===== config.mk =====
export PLATFORM = sky130hd
export DESIGN_NAME = cu_mc
export DESIGN_NICKNAME = d
export VERILOG_FILES = /design/src/rtl/cu_mc.sv
export SDC_FILE = /design/constraint.sdc
export NUM_CORES = 1
export LEC_CHECK = 0
export CORE_ASPECT_RATIO = 0.9
export CORE_MARGIN = 1.5
export CORE_UTILIZATION = 43
export CTS_CLUSTER_DIAMETER = 50
export DETAILED_ROUTE_END_ITERATION = 10
export PLACE_DENSITY = 0.82
export RECOVER_POWER = 25
export SLEW_MARGIN = 10
export SYNTH_ARGS = -nofsm -noshare
export SYNTH_HDL_FRONTEND = slang
export SYNTH_SLANG_ARGS = --single-unit

===== constraint.sdc =====
create_clock -name clk -period 2.9 [get_ports clk]
set_input_delay 0.58 -clock clk [delete_from_list [all_inputs] [get_ports clk]]
set_output_delay 0.58 -clock clk [all_outputs]
set_load 0.005 [all_outputs]

===== src/rtl/cu_mc.sv =====
// Multi-cycle control unit for the 16-bit accumulator CPU: fetch, decode,
// ALU/memory/stack handshakes with per-wait timeout, branch resolution and PC.
module cu_mc #(
  parameter int DATA_W  = 16,
  parameter int PC_W    = 10,
  parameter int OPC_W   = 6,
  parameter int INSTR_W = 16,
  parameter int TIMEOUT = 255
) (
  input  logic               clk,
  input  logic               rst_b,
  input  logic               instr_valid,
  input  logic [INSTR_W-1:0] instruction,
  output logic               instr_ready,
  output logic [PC_W-1:0]    pc_out,
  input  logic               fl_zero,
  input  logic               fl_negative,
  input  logic               fl_carry,
  input  logic               fl_overflow,
  input  logic [DATA_W-1:0]  reg_rdata,
  output logic [1:0]         reg_sel,
  output logic               reg_we,
  output logic [DATA_W-1:0]  reg_wdata,
  output logic               alu_enable,
  output logic [OPC_W-1:0]   alu_op,
  output logic [DATA_W-1:0]  term1,
  output logic [DATA_W-1:0]  term2,
  input  logic               alu_done,
  input  logic [DATA_W-1:0]  alu_out,
  output logic               mem_re,
  output logic               mem_we,
  output logic [DATA_W-1:0]  mem_addr,
  output logic [DATA_W-1:0]  mem_wdata,
  input  logic [DATA_W-1:0]  mem_rdata,
  input  logic               mem_done,
  output logic               push_req,
  output logic               pop_req,
  output logic [DATA_W-1:0]  push_data,
  input  logic               push_done,
  input  logic               pop_done,
  input  logic [DATA_W-1:0]  pop_out,
  output logic               branch,
  output logic               halted,
  output logic               error,
  output logic [2:0]         dbg_state
);

  localparam int FW    = INSTR_W - OPC_W - 1;
  localparam int EXT_W = (FW > PC_W) ? FW : PC_W;
  localparam int CNT_W = (TIMEOUT < 2) ? 1 : $clog2(TIMEOUT);
  localparam logic [CNT_W-1:0] TO_LAST = CNT_W'((TIMEOUT > 0) ? TIMEOUT - 1 : 0);

  localparam logic [OPC_W-1:0] OP_ALU_LO = OPC_W'(8'h01);
  localparam logic [OPC_W-1:0] OP_ALU_HI = OPC_W'(8'h0F);
  localparam logic [OPC_W-1:0] OP_LOAD   = OPC_W'(8'h10);
  localparam logic [OPC_W-1:0] OP_STORE  = OPC_W'(8'h11);
  localparam logic [OPC_W-1:0] OP_BRZ    = OPC_W'(8'h12);
  localparam logic [OPC_W-1:0] OP_BRN    = OPC_W'(8'h13);
  localparam logic [OPC_W-1:0] OP_BRC    = OPC_W'(8'h14);
  localparam logic [OPC_W-1:0] OP_BRO    = OPC_W'(8'h15);
  localparam logic [OPC_W-1:0] OP_BRA    = OPC_W'(8'h16);
  localparam logic [OPC_W-1:0] OP_JMP    = OPC_W'(8'h17);
  localparam logic [OPC_W-1:0] OP_PUSH   = OPC_W'(8'h18);
  localparam logic [OPC_W-1:0] OP_POP    = OPC_W'(8'h19);
  localparam logic [OPC_W-1:0] OP_CALL   = OPC_W'(8'h1A);
  localparam logic [OPC_W-1:0] OP_RET    = OPC_W'(8'h1B);
  localparam logic [OPC_W-1:0] OP_HLT    = OPC_W'(8'h3F);

  typedef enum logic [2:0] {
    S_FETCH, S_DECODE, S_ALU_WAIT, S_MEM_WAIT, S_STK_WAIT, S_RETIRE, S_HALT
  } state_t;

  // Handshakes: instr_valid/instr_ready transfer when both are high in FETCH.
  // Every request (alu_enable, mem_re/we, push_req/pop_req) is held high from
  // entry of its wait state until its done is seen or the timeout expires.

  state_t               state_q, state_d;
  logic [PC_W-1:0]      pc_q, pc_d;
  logic [PC_W-1:0]      npc_q, npc_d;
  logic                 taken_q, taken_d;
  logic [INSTR_W-1:0]   instr_q, instr_d;
  logic [DATA_W-1:0]    data_q, data_d;
  logic [CNT_W-1:0]     cnt_q, cnt_d;
  logic                 err_q, err_d;

  logic [OPC_W-1:0]     opc;
  logic                 rsel;
  logic [FW-1:0]        field;
  logic [EXT_W-1:0]     off_ext;
  logic [EXT_W-1:0]     fld_zx;
  logic [PC_W-1:0]      pc_inc;
  logic [PC_W-1:0]      br_target;
  logic [PC_W-1:0]      jmp_target;
  logic                 timeout_hit;
  logic                 is_load;
  logic                 is_push_side;

  assign opc        = instr_q[INSTR_W-1 -: OPC_W];
  assign rsel       = instr_q[INSTR_W-OPC_W-1];
  assign field      = instr_q[FW-1:0];
  assign off_ext    = EXT_W'($signed(field));
  assign fld_zx     = EXT_W'(field);
  assign pc_inc     = pc_q + PC_W'(1);
  assign br_target  = pc_q + off_ext[PC_W-1:0];
  assign jmp_target = fld_zx[PC_W-1:0];
  assign timeout_hit  = (TIMEOUT != 0) && (cnt_q == TO_LAST);
  assign is_load      = (opc == OP_LOAD);
  assign is_push_side = (opc == OP_PUSH) || (opc == OP_CALL);

  assign pc_out    = pc_q;
  assign error     = err_q;
  assign dbg_state = state_q;

  always_comb begin
    state_d     = state_q;
    pc_d        = pc_q;
    npc_d       = npc_q;
    taken_d     = taken_q;
    instr_d     = instr_q;
    data_d      = data_q;
    cnt_d       = cnt_q;
    err_d       = err_q;
    instr_ready = 1'b0;
    reg_sel     = 2'd0;
    reg_we      = 1'b0;
    reg_wdata   = '0;
    alu_enable  = 1'b0;
    alu_op      = '0;
    term1       = '0;
    term2       = '0;
    mem_re      = 1'b0;
    mem_we      = 1'b0;
    mem_addr    = '0;
    mem_wdata   = '0;
    push_req    = 1'b0;
    pop_req     = 1'b0;
    push_data   = '0;
    branch      = 1'b0;
    halted      = 1'b0;

    unique case (state_q)
      S_FETCH: begin
        instr_ready = 1'b1;
        if (instr_valid) begin
          instr_d = instruction;
          state_d = S_DECODE;
        end
      end

      S_DECODE: begin
        // Read the rsel register now; it is the ALU's term2 or the store/push data.
        reg_sel = {1'b0, rsel};
        data_d  = reg_rdata;
        npc_d   = pc_inc;
        taken_d = 1'b0;
        cnt_d   = '0;
        state_d = S_RETIRE;
        case (opc)
          OP_LOAD, OP_STORE: state_d = S_MEM_WAIT;
          OP_BRZ: if (fl_zero)     begin npc_d = br_target; taken_d = 1'b1; end
          OP_BRN: if (fl_negative) begin npc_d = br_target; taken_d = 1'b1; end
          OP_BRC: if (fl_carry)    begin npc_d = br_target; taken_d = 1'b1; end
          OP_BRO: if (fl_overflow) begin npc_d = br_target; taken_d = 1'b1; end
          OP_BRA: begin npc_d = br_target;  taken_d = 1'b1; end
          OP_JMP: begin npc_d = jmp_target; taken_d = 1'b1; end
          OP_PUSH, OP_POP, OP_RET: state_d = S_STK_WAIT;
          OP_CALL: begin
            data_d  = DATA_W'(pc_inc);
            state_d = S_STK_WAIT;
          end
          OP_HLT: state_d = S_HALT;
          default: begin
            if (opc >= OP_ALU_LO && opc <= OP_ALU_HI) state_d = S_ALU_WAIT;
          end
        endcase
      end

      S_ALU_WAIT: begin
        // acc is read live; it cannot change until our own writeback edge.
        alu_enable = 1'b1;
        alu_op     = opc;
        reg_sel    = 2'd2;
        term1      = reg_rdata;
        term2      = data_q;
        if (alu_done) begin
          reg_we    = 1'b1;
          reg_wdata = alu_out;
          state_d   = S_RETIRE;
        end else if (timeout_hit) begin
          err_d   = 1'b1;
          state_d = S_RETIRE;
        end else begin
          cnt_d = cnt_q + CNT_W'(1);
        end
      end

      S_MEM_WAIT: begin
        mem_re    = is_load;
        mem_we    = !is_load;
        mem_addr  = DATA_W'(field);
        mem_wdata = is_load ? '0 : data_q;
        reg_sel   = {1'b0, rsel};
        if (mem_done) begin
          reg_we    = is_load;
          reg_wdata = is_load ? mem_rdata : '0;
          state_d   = S_RETIRE;
        end else if (timeout_hit) begin
          err_d   = 1'b1;
          state_d = S_RETIRE;
        end else begin
          cnt_d = cnt_q + CNT_W'(1);
        end
      end

      S_STK_WAIT: begin
        push_req  = is_push_side;
        pop_req   = !is_push_side;
        push_data = is_push_side ? data_q : '0;
        reg_sel   = {1'b0, rsel};
        if (is_push_side ? push_done : pop_done) begin
          state_d = S_RETIRE;
          if (opc == OP_POP) begin
            reg_we    = 1'b1;
            reg_wdata = pop_out;
          end
          if (opc == OP_CALL) begin
            npc_d   = jmp_target;
            taken_d = 1'b1;
          end
          if (opc == OP_RET) begin
            npc_d   = pop_out[PC_W-1:0];
            taken_d = 1'b1;
          end
        end else if (timeout_hit) begin
          err_d   = 1'b1;
          state_d = S_RETIRE;
        end else begin
          cnt_d = cnt_q + CNT_W'(1);
        end
      end

      S_RETIRE: begin
        branch  = taken_q;
        pc_d    = npc_q;
        state_d = S_FETCH;
      end

      S_HALT: halted = 1'b1;

      default: state_d = S_FETCH;
    endcase
  end

  always_ff @(posedge clk) begin
    if (rst_b) begin
      state_q <= S_FETCH;
      pc_q    <= '0;
      npc_q   <= '0;
      taken_q <= 1'b0;
      instr_q <= '0;
      data_q  <= '0;
      cnt_q   <= '0;
      err_q   <= 1'b0;
    end else begin
      state_q <= state_d;
      pc_q    <= pc_d;
      npc_q   <= npc_d;
      taken_q <= taken_d;
      instr_q <= instr_d;
      data_q  <= data_d;
      cnt_q   <= cnt_d;
      err_q   <= err_d;
    end
  end

endmodule


Word-level counts from Yosys, hierarchy flattened
Cells that the tools add are included.

Order comparisons: 2. Bitwise gates (word level): 1. Multiplexer cells: 66. Add/subtract/negate cells: 3. Reductions and logical operators: 18. Equal/unequal tests: 26.

Operators with widths (count): 16-bit two-way mux (12); 6-bit by 5-bit equality test with 1-bit output (second input constant) (12); 10-bit two-way mux (7); 10-bit case mux with 6 select lines (1); 16-bit case mux with 3 select lines (1); 8-bit two-way mux (4); 8-bit case mux with 4 select lines (1); 1-bit two-way mux (24); 10-bit case mux with 2 select lines (1); 3-bit two-way mux (6); 3-bit case mux with 6 select lines (1); 3-bit case mux with 4 select lines (1); 10-bit by 1-bit adder with 10-bit output (second input constant) (1); 10-bit adder (1); 2-bit inequality test (second input constant) (5); 3-bit equality test (second input constant) (3); 9-bit two-way mux (1); 8-bit by 1-bit adder with 8-bit output (second input constant) (1); 8-bit equality test (second input constant) (1); 4-bit AND reduction (2); 3-bit by 2-bit equality test with 1-bit output (second input constant) (2); 6-bit equality test (second input constant) (1); 6-bit by 1-bit greater-or-equal comparator with 1-bit output (second input constant) (1); 6-bit by 4-bit <= comparator with 1-bit output (second input constant) (1); other kinds (21) (25).

Word-level logic and storage cells: 124. Output and inout bits: 127. Register bits: 65. Bits of input ports: 91.

Depth between registers and ports, before layout
Word-level depth: 5. Gate-level depth with buffers: 9. Gate-level depth less buffers: 9.

Worst setup path after synthesis
OpenSTA, ideal clock, no wires.

Kind: flip-flop to output port. From: register state_q[2] (netlist: dbg_state[2]). To: output port push_data[10]. Required time: 2320 ps. Cell stages (with the launch flop): 6. Data arrival time: 1778 ps. Path buffers: 2. Setup slack: 542 ps. Cells stage by stage: dfxtp_1 or3b_4 clkbuf_1 nor3_1 clkbuf_1 and2_1.

Word-level cells in the longest chain between the ends: 2.

Ends and longest elaborated chain: from (decl) (line 77) `state_t state_q, state_d;`; from (signal assigned) (line 265) `state_q <= state_d;`; 3-bit equality test (line 141) `unique case (state_q)`; 16-bit two-way mux (line 141); to (decl) (line 38) `output logic [DATA_W-1:0] push_data,`.

Every way passes these cells.

Worst setup path after layout
Ends and elaborated chain as after synthesis.

==> results_dict.tcl <==
set metrics [dict create \
    htreeDepth 3 \
    syn_area_per_cell_sq_um 7.26 \
    core-area_sq_mm 0.0110 \
    cpPeakStageDelay_ns 0.50 \
    yosys_most_used_dff "dfxtp_1" \
    yosysSeqAreaShare_pct 26.4 \
    wirelength_microns 18900 \
    cp-start-kind "flop" \
    vias 5947 \
    power_density_mw_per_mm2 568 \
    hold_violations 0 \
    power.internal_uw 2660 \
    multi_input_area_sq_mm 0.00338 \
    cts_max_path_buffers 2 \
    cp_cell_sequence "or3b_4, nor3_4, buf_4, and2_1, clkdlybuf4s50_1" \
    final.period_utilization_pct 98.7 \
    cts_buffers 9 \
    grt_overflow_total 0 \
    worst_pin_slew_ns 1.83 \
    ys_types 76 \
    outcome "finished with violations" \
    slew_violations 41 \
    maxClockFrequency_mhz 349 \
    postSynthCellCount 680 \
    dr.pass1.iters 8 \
    ant_nets 0 \
    p_sw_share_pct 38.2 \
    insertedDiodeCount 0 \
    arrival_ns 2.28 \
    clkLatencyLatePin_ns 0.33 \
    synth-seq-cells 65 \
    area_growth_pct 53.4 \
    power_frac_comb_pct 43.9 \
    grt_pass1_wl_microns 29300 \
    start_util_pct 44.9 \
    clkPwrFrac_pct 26.9 \
    synth_area_sq_mm 0.00493 \
    crit_type "flop to output port" \
    fp.dieW_microns 116 \
    port_buffers 210 \
    placed_cells 1019 \
    wl_per_cell_microns 18.3 \
    setup_viol_count_final 0 \
    drv_cap 1 \
    grt_pass1_vias 5707 \
    io_pins 218 \
    async_flop_share_pct 0 \
    clock-skew-final_ns 0.00809 \
    relSlewSlack_pct -22.1 \
    cts_tree "done" \
    grt_max_degree 53 \
    fillers 965 \
    leakagePower_uw 0.00293 \
    power.switching_uw 1640 \
    route.detailed.drc 0 \
    ys_warn_count 0 \
    vias_per_cell 5.73 \
    required_ns 2.32 \
    synth_top_area_share_pct 26.4 \
    crit_fanout 11 \
    yosysTopAreaCell "dfxtp_1" \
    ir_worst_vdd_mv 0.464 \
    routabilityCongestion 0.932 \
    hp-class "flop to flop" \
    place.detailed.hpwl_microns 14200 \
    synth_edf_count 0 \
    holdBufCountCts 0 \
    synth_area_leaders "dfxtp_1, and2_1, nand2_1, a21oi_1, nor2_1" \
    cp-end-kind "output port" \
    finalCriticalPeriod_ns 2.86 \
    seq_power_share_pct 29.2 \
    dieArea_sq_mm 0.0121 \
    synth_most_common_cell "nand2_1" \
    synth_common_cells "nand2_1, and2_1, dfxtp_1, a21oi_1, nor2_1" \
    cts_sinks 65 \
    final_cell_count_no_fill 1037 \
    placementRows 36 \
    nets 985 \
    dieHeight_microns 105 \
    cts-root-buf "clkbuf_16" \
    clk_pin_slew_ns 0.06 \
    dr.first_iter.drc_count 503 \
    seq_area_sq_mm 0.00131 \
    hold_ws_ns 0.462 \
    drive_gt1_share_pct 8.93 \
    antenna_found_initial 0 \
    violations "capacitance limit, slew limit" \
    grt_setup_unrepaired "yes" \
    grt_usage_pct 30.4 \
    slowest_stage "clkdlybuf4s50_1" \
]
## layer usage
layer / share of wire (%) / global-route usage (%)
met1: 42 / 39.6
met2: 48 / 52.1
met3: 8.3 / 5.34
met4: 1.8 / 6.62
met5: 0 / 0
## worst max-delay path: cells and delay by family, from the launching register on
| kind | cells | cell delay [ns] |
|---|---|---|
| DFF | 1 | 0.41 |
| buffers and inverters | 2 | 0.73 |
| and+or+nand+nor | 3 | 0.81 |
## layout by cell type, fill, tap and decap left out, drive strengths merged, types with 4 or more instances in the layout
cell type / count
nor3: 20
and3: 19
clkdlybuf4s50: 208
a32oi: 17
clkbuf: 14
a21oi: 54
conb: 7
a31oi: 7
o211ai: 8
nand4: 6
nand2b: 8
nor2: 47
a221oi: 6
xor2: 6
dfxtp: 65
xnor2: 12
o21ai: 15
nand3: 20
a211oi: 7
a311oi: 4
nand2: 121
nor2b: 5
inv: 10
ha: 12
and2: 77
buf: 29
o22ai: 6
mux2i: 14
## cell families (layout without fill, tap and decap cells)
logic type	after synthesis	in the layout	synth area share (%)
AND/OR/NAND/NOR	347	347	36.2
AO/OA/AOI/OAI	153	153	21.3
buffers and inverters	68	267	6.41
flip-flops	65	65	26.4
XOR/XNOR	18	18	3.19
multiplexers	15	15	3.07
adder cells (fa/ha/maj)	13	13	3.45
other	1	7	0.0760
## final timing paths
path / startpoint / to / cells past startpoint / slack (ns)
min reg2reg: error / error / 1 / 0.46
min: error / error / 1 / 0.46
max: dbg_state[2] / push_data[10] / 5 / 0.04
max reg2reg: instr_q[0] / npc_q[4] / 9 / 0.42
## power by group through the flow
stage	Combinational (uW)	Clock (uW)	Sequential, uW
2_1_floorplan	1160	0	1180
3_3_place_gp	1760	0	1250
3_5_place_dp	1820	0	1260
4_1_cts	1850	1160	1240
5_1_grt	2040	1190	1280
6_report	1890	1160	1260
## state kept, by name (all words and copies together), names as in the netlist
name and count:
npc_q 10, data_q 16, error 1, taken_q 1, cnt_q 8, pc_out 10, dbg_state 3, instr_q 16
## cell type report
cell class	count	share of cell area [%]
inverter	10	0.496
clock inverter	5	1.07
tap	152	2.51
timing repair buffer	242	31.0
clock buffer	10	3.02
sequential	65	17.3
multi-input combinational	553	44.6
## timing repair
action                     4_1_cts  5_1_grt
pin swaps                        0        1
setup buffers                    2        0
setup endpoints to repair       50       81
hold endpoints to repair         0        0
gates resized for setup          3       15
gates cloned                     0        1
## metrics by stage
step / power (uW) / util, % / worst slack, ns / instance area, sq um / setup TNS (ns)
3_5_place_dp: 3080 / 65.5 / 0.0957 / 7200 / 0
5_1_grt: 4520 / 68.9 / -0.0367 / 7570 / -0.607
3_3_place_gp: 3010 / 65.5 / 0.150 / 7200 / 0
4_1_cts: 4240 / 68.5 / 0.0156 / 7530 / 0
6_report: 4300 / 68.9 / 0.0381 / 7570 / 0
2_1_floorplan: 2340 / - / 0.542 / 4960 / 0
Note: power is estimated with default switching activity, not from simulation.
